### src/rtl/gate_sweep_driver_if.sv
// Bundle that connects the sweep driver to its controller and to the gate under test.
// The master side is the driver and the slave side is the environment around it.
interface gate_sweep_driver_if;
  logic       start_i;
  logic [3:0] expected_i;
  logic       c_i;
  logic       a_o;
  logic       b_o;
  logic       busy_o;
  logic       done_o;
  logic [3:0] table_o;
  logic       match_o;

  modport master (
    input  start_i, expected_i, c_i,
    output a_o, b_o, busy_o, done_o, table_o, match_o
  );

  modport slave (
    output start_i, expected_i, c_i,
    input  a_o, b_o, busy_o, done_o, table_o, match_o
  );
endinterface

### src/rtl/gate_sweep_driver.sv
// Clocked truth-table sweep of a 2-input gate: drives (a,b) = 00,10,01,11, samples c,
// and compares the captured table against an expected table latched at start.
module gate_sweep_driver #(
  parameter int SETTLE_CYCLES = 2,
  parameter int SETTLE_W      = 4
) (
  input  logic                 clk_i,
  input  logic                 rst_i,
  gate_sweep_driver_if.master  sweep
);

  localparam logic [SETTLE_W-1:0] SETTLE_LAST = SETTLE_W'(SETTLE_CYCLES - 1);

  typedef enum logic [1:0] {
    IDLE   = 2'd0,
    SETTLE = 2'd1,
    SAMPLE = 2'd2,
    DONE   = 2'd3
  } state_t;

  state_t              state_r, state_s;
  logic [1:0]          idx_r, idx_s;
  logic [SETTLE_W-1:0] cnt_r, cnt_s;
  logic [3:0]          exp_r;
  logic [3:0]          table_r;
  logic                match_r;
  logic                a_s, b_s, busy_s, done_s;
  logic                a_r, b_r, busy_r, done_r;

  // State, vector index and settle counter registers
  always_ff @(posedge clk_i or posedge rst_i) begin
    if (rst_i) begin
      state_r <= IDLE;
      idx_r   <= 2'd0;
      cnt_r   <= '0;
    end else begin
      state_r <= state_s;
      idx_r   <= idx_s;
      cnt_r   <= cnt_s;
    end
  end

  // Next-state logic for the sweep sequencer
  always_comb begin
    state_s = state_r;
    idx_s   = idx_r;
    cnt_s   = cnt_r;
    case (state_r)
      IDLE: begin
        if (sweep.start_i) begin
          state_s = SETTLE;
          idx_s   = 2'd0;
          cnt_s   = '0;
        end else begin
          state_s = IDLE;
        end
      end
      SETTLE: begin
        if (cnt_r == SETTLE_LAST) begin
          state_s = SAMPLE;
        end else begin
          cnt_s = cnt_r + SETTLE_W'(1);
        end
      end
      SAMPLE: begin
        if (idx_r == 2'd3) begin
          state_s = DONE;
        end else begin
          state_s = SETTLE;
          idx_s   = idx_r + 2'd1;
          cnt_s   = '0;
        end
      end
      DONE:    state_s = IDLE;
      default: state_s = IDLE;
    endcase
  end

  // Expected-table latch, truth-table capture and final compare
  always_ff @(posedge clk_i or posedge rst_i) begin
    if (rst_i) begin
      exp_r   <= 4'd0;
      table_r <= 4'd0;
      match_r <= 1'b0;
    end else begin
      case (state_r)
        IDLE: begin
          if (sweep.start_i) begin
            exp_r   <= sweep.expected_i;
            table_r <= 4'd0;
            match_r <= 1'b0;
          end
        end
        SAMPLE: begin
          table_r[idx_r] <= sweep.c_i;
          if (idx_r == 2'd3) begin
            match_r <= ({sweep.c_i, table_r[2:0]} == exp_r);
          end
        end
        default: ;
      endcase
    end
  end

  // Output decode from the upcoming state so the registered outputs line up with it
  always_comb begin
    busy_s = (state_s != IDLE);
    done_s = (state_s == DONE);
    if ((state_s == SETTLE) || (state_s == SAMPLE)) begin
      a_s = idx_s[0];
      b_s = idx_s[1];
    end else begin
      a_s = 1'b0;
      b_s = 1'b0;
    end
  end

  // Output registers
  always_ff @(posedge clk_i or posedge rst_i) begin
    if (rst_i) begin
      a_r    <= 1'b0;
      b_r    <= 1'b0;
      busy_r <= 1'b0;
      done_r <= 1'b0;
    end else begin
      a_r    <= a_s;
      b_r    <= b_s;
      busy_r <= busy_s;
      done_r <= done_s;
    end
  end

  assign sweep.a_o     = a_r;
  assign sweep.b_o     = b_r;
  assign sweep.busy_o  = busy_r;
  assign sweep.done_o  = done_r;
  assign sweep.table_o = table_r;
  assign sweep.match_o = match_r;

endmodule

### src/flat_wrapper.sv
// flat-port wrapper written by rule: the top's interface ports become plain ports
module gate_sweep_driver_flat 
#(
  parameter int SETTLE_CYCLES = 2,
  parameter int SETTLE_W      = 4
)
  (clk_i, rst_i, sweep_start_i, sweep_expected_i, sweep_c_i, sweep_a_o, sweep_b_o, sweep_busy_o, sweep_done_o, sweep_table_o, sweep_match_o);
  gate_sweep_driver_if sweep_i ();
  input  logic clk_i;
  input  logic rst_i;
  input wire logic [$bits(sweep_i.start_i)-1:0] sweep_start_i;
  input wire logic [$bits(sweep_i.expected_i)-1:0] sweep_expected_i;
  input wire logic [$bits(sweep_i.c_i)-1:0] sweep_c_i;
  output wire logic [$bits(sweep_i.a_o)-1:0] sweep_a_o;
  output wire logic [$bits(sweep_i.b_o)-1:0] sweep_b_o;
  output wire logic [$bits(sweep_i.busy_o)-1:0] sweep_busy_o;
  output wire logic [$bits(sweep_i.done_o)-1:0] sweep_done_o;
  output wire logic [$bits(sweep_i.table_o)-1:0] sweep_table_o;
  output wire logic [$bits(sweep_i.match_o)-1:0] sweep_match_o;
  assign sweep_i.start_i = sweep_start_i;
  assign sweep_i.expected_i = sweep_expected_i;
  assign sweep_i.c_i = sweep_c_i;
  assign sweep_a_o = sweep_i.a_o;
  assign sweep_b_o = sweep_i.b_o;
  assign sweep_busy_o = sweep_i.busy_o;
  assign sweep_done_o = sweep_i.done_o;
  assign sweep_table_o = sweep_i.table_o;
  assign sweep_match_o = sweep_i.match_o;
  gate_sweep_driver #(.SETTLE_CYCLES(SETTLE_CYCLES), .SETTLE_W(SETTLE_W)) u_core (.clk_i(clk_i), .rst_i(rst_i), .sweep(sweep_i));
endmodule
### config.mk
export PLATFORM = sky130hd
export DESIGN_NAME = gate_sweep_driver_flat
export DESIGN_NICKNAME = d
export VERILOG_FILES = /design/src/rtl/gate_sweep_driver_if.sv /design/src/rtl/gate_sweep_driver.sv /design/src/flat_wrapper.sv
export SDC_FILE = /design/constraint.sdc
export NUM_CORES = 1
export LEC_CHECK = 0
export CAP_MARGIN = 20
export CORE_ASPECT_RATIO = 1.5
export CORE_MARGIN = 4
export CORE_UTILIZATION = 40
export CTS_CLUSTER_SIZE = 8
export DETAILED_ROUTE_END_ITERATION = 16
export GPL_TIMING_DRIVEN = 0
export SLEW_MARGIN = 10
export SYNTH_ARGS = -nofsm -noshare
export SYNTH_HDL_FRONTEND = slang
export SYNTH_SLANG_ARGS = --single-unit
export TNS_END_PERCENT = 20
### constraint.sdc
create_clock -name clk_i -period 3.35 [get_ports clk_i]
set_clock_uncertainty 0.05 [all_clocks]
set_input_delay 0.335 -clock clk_i [delete_from_list [all_inputs] [get_ports clk_i]]
set_output_delay 0.335 -clock clk_i [all_outputs]
set_load 0.03 [all_outputs]
==> flow_metrics.tcl, run 1 <==
set metrics [dict create \
    dp_hpwl_um 1476 \
    timing.rr.end "u_core.sweep.b_o" \
    die_area_mm2 0.003514 \
    routedWlPerCell_um 13.42 \
    synth-main-ff-cell "dfrtp_1" \
    power_density_mw_per_mm2 819.4 \
    post-route-min-period_ns 1.899 \
    grt_pass1_wl_um 3325 \
    antenna_cells 0 \
    nFillCells 236 \
    initial_core_util_pct 42.22 \
    end_kind "flop" \
    num_io_pins 17 \
    syn-num-nets 107 \
    root_buffer "clkbuf_4" \
    drive_gt1_share_pct 11.30 \
    crit_fanout 5 \
    worst-setup-path-type "reg2reg" \
    wl_um 1865 \
    htree_levels 1 \
    grt_overflow 0 \
    reg2reg_depth 7 \
    nNetsFinal 128 \
    via_per_inst 5.475 \
    die_height_um 70.63 \
    fin_crit_sh_pct 56.69 \
    die_x_um 49.76 \
    grt_max_degree 22 \
    drt-pass1-iter-count 3 \
    max-slew-margin-rel_pct 48.80 \
    cts-buffers-inserted 3 \
    synthToLayoutAreaGrowth_pct 20.81 \
    clock_sinks 21 \
    multi_input_area_um2 471.7 \
    num_vias 761 \
    gp_congestion 0.7162 \
    avgSynthCellArea_um2 11.01 \
    drv_slew 0 \
    reg2reg_from "u_core.cnt_r[1]" \
    required_ns 3.49 \
    final-setup-viol-count 0 \
    final_hold_viol_count 0 \
    fmax_mhz 526.6 \
    leakage_nw 0.5571 \
    clkLatencyLatePin_ns 0.30 \
    tightest_slew_ns 0.7671 \
    syn_area_mm2 0.001046 \
    synthCells 95 \
    synth.distinct_cells 34 \
    grt_setup_unrepaired "false" \
    hold_class "in2async" \
    final_common_cell "dfrtp_1" \
    remaining_drc_errors 0 \
    startpoint_type "flop" \
    placed_area_mm2 0.001236 \
    seq_area_um2 525.5 \
    grt_antenna_before_repair 0 \
    numPortBuffers 16 \
    ir_drop_v 0.0003358 \
    tns_ns 0 \
    synthArstFlopShare_pct 100.0 \
    antenna_left 0 \
    synth_edf_count 0 \
    cts_hold_buf 0 \
    grt_pass1_vias 754 \
    cts_max_path_buffers 2 \
    status "finished, final reports clean" \
    synthesis.yosys.warnings 0 \
    fp-row-count 22 \
    cts_setup_buffers 0 \
    core_area_mm2 0.002477 \
    drtIter0Drc 12 \
    final_cell_area_mm2 0.001264 \
    grt_usage_pct 12.18 \
    cts-resized-gates 0 \
    worst_ep_arrival_time_ns 2.04 \
    synth-seq-cells 21 \
    cts_tree "built" \
    r2r_setup_slack_ns 1.45 \
    yosysSeqAreaShare_pct 50.24 \
    cap_viol_max_count 0 \
    clk_pin_slew_ns 0.12 \
    final_cell_mix "dfrtp_1, clkdlybuf4s50_1, inv_1" \
]
how the worst max path moves through the flow:
stage / startpoint / end / slack (ns) / depth (start not counted)
floorplan: u_core.cnt_r[1] / u_core.sweep.b_o / 1.66 / 7
global placement: u_core.cnt_r[1] / u_core.sweep.b_o / 1.43 / 7
detailed placement: u_core.cnt_r[1] / u_core.sweep.b_o / 1.44 / 7
CTS: u_core.cnt_r[1] / u_core.sweep.b_o / 1.44 / 7
global route: u_core.cnt_r[1] / u_core.sweep.b_o / 1.17 / 7
finish: u_core.cnt_r[1] / u_core.sweep.b_o / 1.45 / 7
routing by layer:
metal / wire length, um / track usage (%) / vias up
met3: 69 / 2.737 / 4
met1: 781 / 14.21 / 368
met4: 33 / 5.538 / 0
met5: 0 / 0 / -
li1: - / - / 375
met2: 981 / 20.91 / 14
registers in the layout (all words and copies together), names as in the netlist, 2 cells and up:
name                  cells
u_core.exp_r              4
u_core.idx_r              2
u_core.state_r            2
u_core.sweep.table_o      4
u_core.cnt_r              4
final cells by class:
| cell class | count | share of cell area [%] |
|---|---|---|
| Tap cell | 24 | 2.376 |
| Clock buffer | 3 | 1.782 |
| Multi-Input combinational cell | 63 | 37.33 |
| Buffer | 3 | 1.485 |
| Sequential cell | 21 | 41.58 |
| Clock inverter | 1 | 0.3960 |
| Timing Repair Buffer | 16 | 12.67 |
| Inverter | 8 | 2.376 |
power by group:
| part | internal [mW] | leakage, nW | switching (mW) |
|---|---|---|---|
| Clock | 0.0444 | 0.0177 | 0.0738 |
| Combinational | 0.238 | 0.269 | 0.264 |
| Sequential | 0.340 | 0.270 | 0.0747 |
synth_stat cells, types with 2 or more instances:
cell type  number  area share, %
dfrtp_1        21             50
inv_1           8            2.9
a21oi_1         5            2.4
nand2_1         5            1.8
ha_1            4            4.8
mux2_2          4            4.3
nor2_1          4            1.4
xnor2_1         4            3.3
nand2b_1        3            1.8
nand3_1         3            1.4
o21ai_0         3            1.4
a22o_1          2            1.7
a31oi_1         2            1.2
and2b_1         2            1.4
buf_4           2            1.4
mux2i_1         2            1.9
nor2b_1         2            1.2
nor3b_1         2            1.4
o2bb2ai_1       2            1.7
worst max-delay path: stages, from the launching register on:
cell	delay, ns
dfrtp_1	0.44
inv_1	0.09
ha_1	0.17
nor3b_1	0.37
o21ai_0	0.18
nand2b_1	0.11
ha_1	0.24
nor3b_1	0.14
kinds of logic after synthesis:
group | Yosys count | share of synthesized area, %
DFF | 21 | 50.24
xor gates and xnor gates | 4 | 3.349
AOI/OAI and AO/OA | 20 | 13.04
buffers and inverters | 11 | 4.664
muxes | 6 | 6.220
and+or+nand+nor | 29 | 17.70
adders and majority gates | 4 | 4.785
stage by stage:
stage | util (%) | setup WS [ns] | power, mW | std cells | hold slack, ns
6_report | 51.01 | 1.451 | 1.035 | 139 | 0.4135
5_1_grt | 51.01 | 1.174 | 1.139 | 139 | 0.4839
4_1_cts | 51.01 | 1.437 | 1.056 | 139 | 0.4439
3_5_place_dp | 49.90 | 1.443 | 0.9339 | 135 | 0.4276
3_3_place_gp | 49.90 | 1.431 | 0.9215 | 135 | 0.4319
2_1_floorplan | - | 1.664 | 0.7906 | 95 | 0.2615
No activity file was read; power rests on OpenSTA's default activity.
==> run 2: changes to the inputs <==
--- a/config.mk
+++ b/config.mk
@@ -12,6 +12,7 @@
 export CTS_CLUSTER_SIZE = 8
 export DETAILED_ROUTE_END_ITERATION = 16
 export GPL_TIMING_DRIVEN = 0
+export PLACE_DENSITY = 0.65
 export SLEW_MARGIN = 10
 export SYNTH_ARGS = -nofsm -noshare
 export SYNTH_HDL_FRONTEND = slang
==> constraint.sdc (replaced) <==
create_clock -name clk_i -period 1.7 [get_ports clk_i]
set_clock_uncertainty 0.05 [all_clocks]
set_input_delay 0.17 -clock clk_i [delete_from_list [all_inputs] [get_ports clk_i]]
set_output_delay 0.17 -clock clk_i [all_outputs]
set_load 0.03 [all_outputs]
==> run 2 against run 1 <==
Net effect: die area did not move; hold slack got worse by 0.17 ns; combinational power rose by 130%; critical path type is now reg2out.
==> flow_metrics.tcl, run 2 (synthesis results as in run 1) <==
set metrics [dict create \
    crit_fanout 4 \
    hold_class "in2async" \
    power_density_mw_per_mm2 1671 \
    cp_cell_sequence "clkdlybuf4s50_1" \
    final_common_cell "dfrtp_1" \
    cts_max_path_buffers 2 \
    final_cell_mix "dfrtp_1, clkdlybuf4s50_1, inv_1" \
    antenna_cells 0 \
    initial_core_util_pct 42.22 \
    setup_ws_ns 0.06007 \
    cap_viol_max_count 0 \
    htree_levels 1 \
    cpPeakStageDelay_ns 0.69 \
    remaining_drc_errors 0 \
    crit_buf_inv 1 \
    end_kind "primary output" \
    stdcell_count 143 \
    worst_ep_arrival_time_ns 1.42 \
    die_x_um 49.76 \
    drtIter0Drc 18 \
    fp-row-count 22 \
    numPortBuffers 16 \
    die_area_mm2 0.003514 \
    routedWlPerCell_um 14.43 \
    post-route-min-period_ns 1.640 \
    grt_usage_pct 13.55 \
    via_per_inst 5.469 \
    status "finished, final reports clean" \
    cts-buffers-inserted 3 \
    cts_tree "built" \
    worst-setup-path-type "reg2out" \
    grt_setup_unrepaired "false" \
    final_hold_viol_count 0 \
    nNetsFinal 132 \
    ir_drop_v 0.0007617 \
    leakage_nw 0.5825 \
    clkLatencyLatePin_ns 0.30 \
    antenna_left 0 \
    startpoint_type "flop" \
    dp_hpwl_um 1491 \
    dpl.cell_count 135 \
    num_io_pins 17 \
    max-slew-margin-rel_pct 47.32 \
    dp_slack_ns -0.2316 \
    utilization_pct 53.54 \
    core_area_mm2 0.002477 \
    grt_pass1_wl_um 3684 \
    crit_slowest_cell "clkdlybuf4s50_1" \
    synthToLayoutAreaGrowth_pct 26.79 \
    tns_ns 0 \
    die_height_um 70.63 \
    wl_um 2064 \
    grt_max_degree 22 \
    gp_congestion 0.7446 \
    cp_top_family "buffers and inverters" \
    drive_gt1_share_pct 18.49 \
    power_mw 2.217 \
    grt_antenna_before_repair 0 \
    final-setup-viol-count 0 \
    drt-pass1-iter-count 3 \
    required_ns 1.48 \
    root_buffer "clkbuf_4" \
    num_vias 782 \
    grt_pass1_vias 868 \
    drv_slew 0 \
    fmax_mhz 609.8 \
    fin_crit_sh_pct 96.47 \
    clk_pin_slew_ns 0.11 \
    tightest_slew_ns 0.7894 \
    grt_overflow 0 \
    clock_sinks 21 \
]
## run 2: timing repair
action,CTS,global route
setup buffers,3,1
resized for setup,4,6
cloned,0,0
hold buffers,0,0
endpoints found under the setup margin,4,2
## run 2: layout make-up
class | count | area (um2)
inverters | 8 | 30.03
well taps | 24 | 30.03
fillers | 248 | 1151
plain buffers | 3 | 20.02
multi-input cells | 63 | 504.2
clock buffers | 4 | 26.28
flip-flops and latches | 21 | 525.5
repair buffers | 20 | 190.2
## run 2: metal layers
metal | GRT usage (%) | vias to the layer above | wire length, um
met5 | 0 | - | 0
met4 | 7.385 | 0 | 52
li1 | - | 382 | -
met1 | 14.54 | 380 | 805
met2 | 25.33 | 15 | 1144
met3 | 1.263 | 5 | 62
## run 2: through the flow
| step | area (um2) | hold WS [ns] |
|---|---|---|
| floorplan | 1046 | 0.09653 |
| global placement | 1236 | 0.4294 |
| detailed placement | 1236 | 0.4446 |
| CTS | 1301 | 0.2816 |
| global route | 1326 | 0.3204 |
| finish | 1326 | 0.2455 |
## run 2: path summary, 6_finish.rpt
check                           depth (start not counted)               startpoint  slack, ns                 endpoint
max in group asynchronous                               2                    rst_i       0.86  u_core.sweep.table_o[1]
worst min-delay path                                    2                    rst_i       0.25          u_core.exp_r[3]
worst min register to register                          1  u_core.sweep.table_o[3]       0.48  u_core.sweep.table_o[3]
min in group clk_i                                      2      sweep_expected_i[0]       0.42          u_core.exp_r[0]
worst max register to register                          6          u_core.cnt_r[0]       0.07         u_core.sweep.b_o
worst max-delay path                                    1  u_core.sweep.table_o[1]       0.06         sweep_table_o[1]
## run 2: power by group
part / switching [mW] / leakage [nW] / internal (mW) / total (mW)
Clock: 0.147 / 0.0150 / 0.0916 / 0.239
Combinational: 0.583 / 0.297 / 0.578 / 1.16
Sequential: 0.147 / 0.270 / 0.669 / 0.816
Total: 0.877 / 0.582 / 1.34 / 2.22
==> run 3: changes to the inputs <==
--- a/config.mk
+++ b/config.mk
@@ -12,6 +12,7 @@
 export CTS_CLUSTER_SIZE = 8
 export DETAILED_ROUTE_END_ITERATION = 16
 export GPL_TIMING_DRIVEN = 0
+export HOLD_SLACK_MARGIN = 0.03
 export PLACE_DENSITY = 0.65
 export SLEW_MARGIN = 10
 export SYNTH_ARGS = -nofsm -noshare
==> results of run 3 <==
Same layout as run 2: the final DEF is identical, and so are final timing and power.
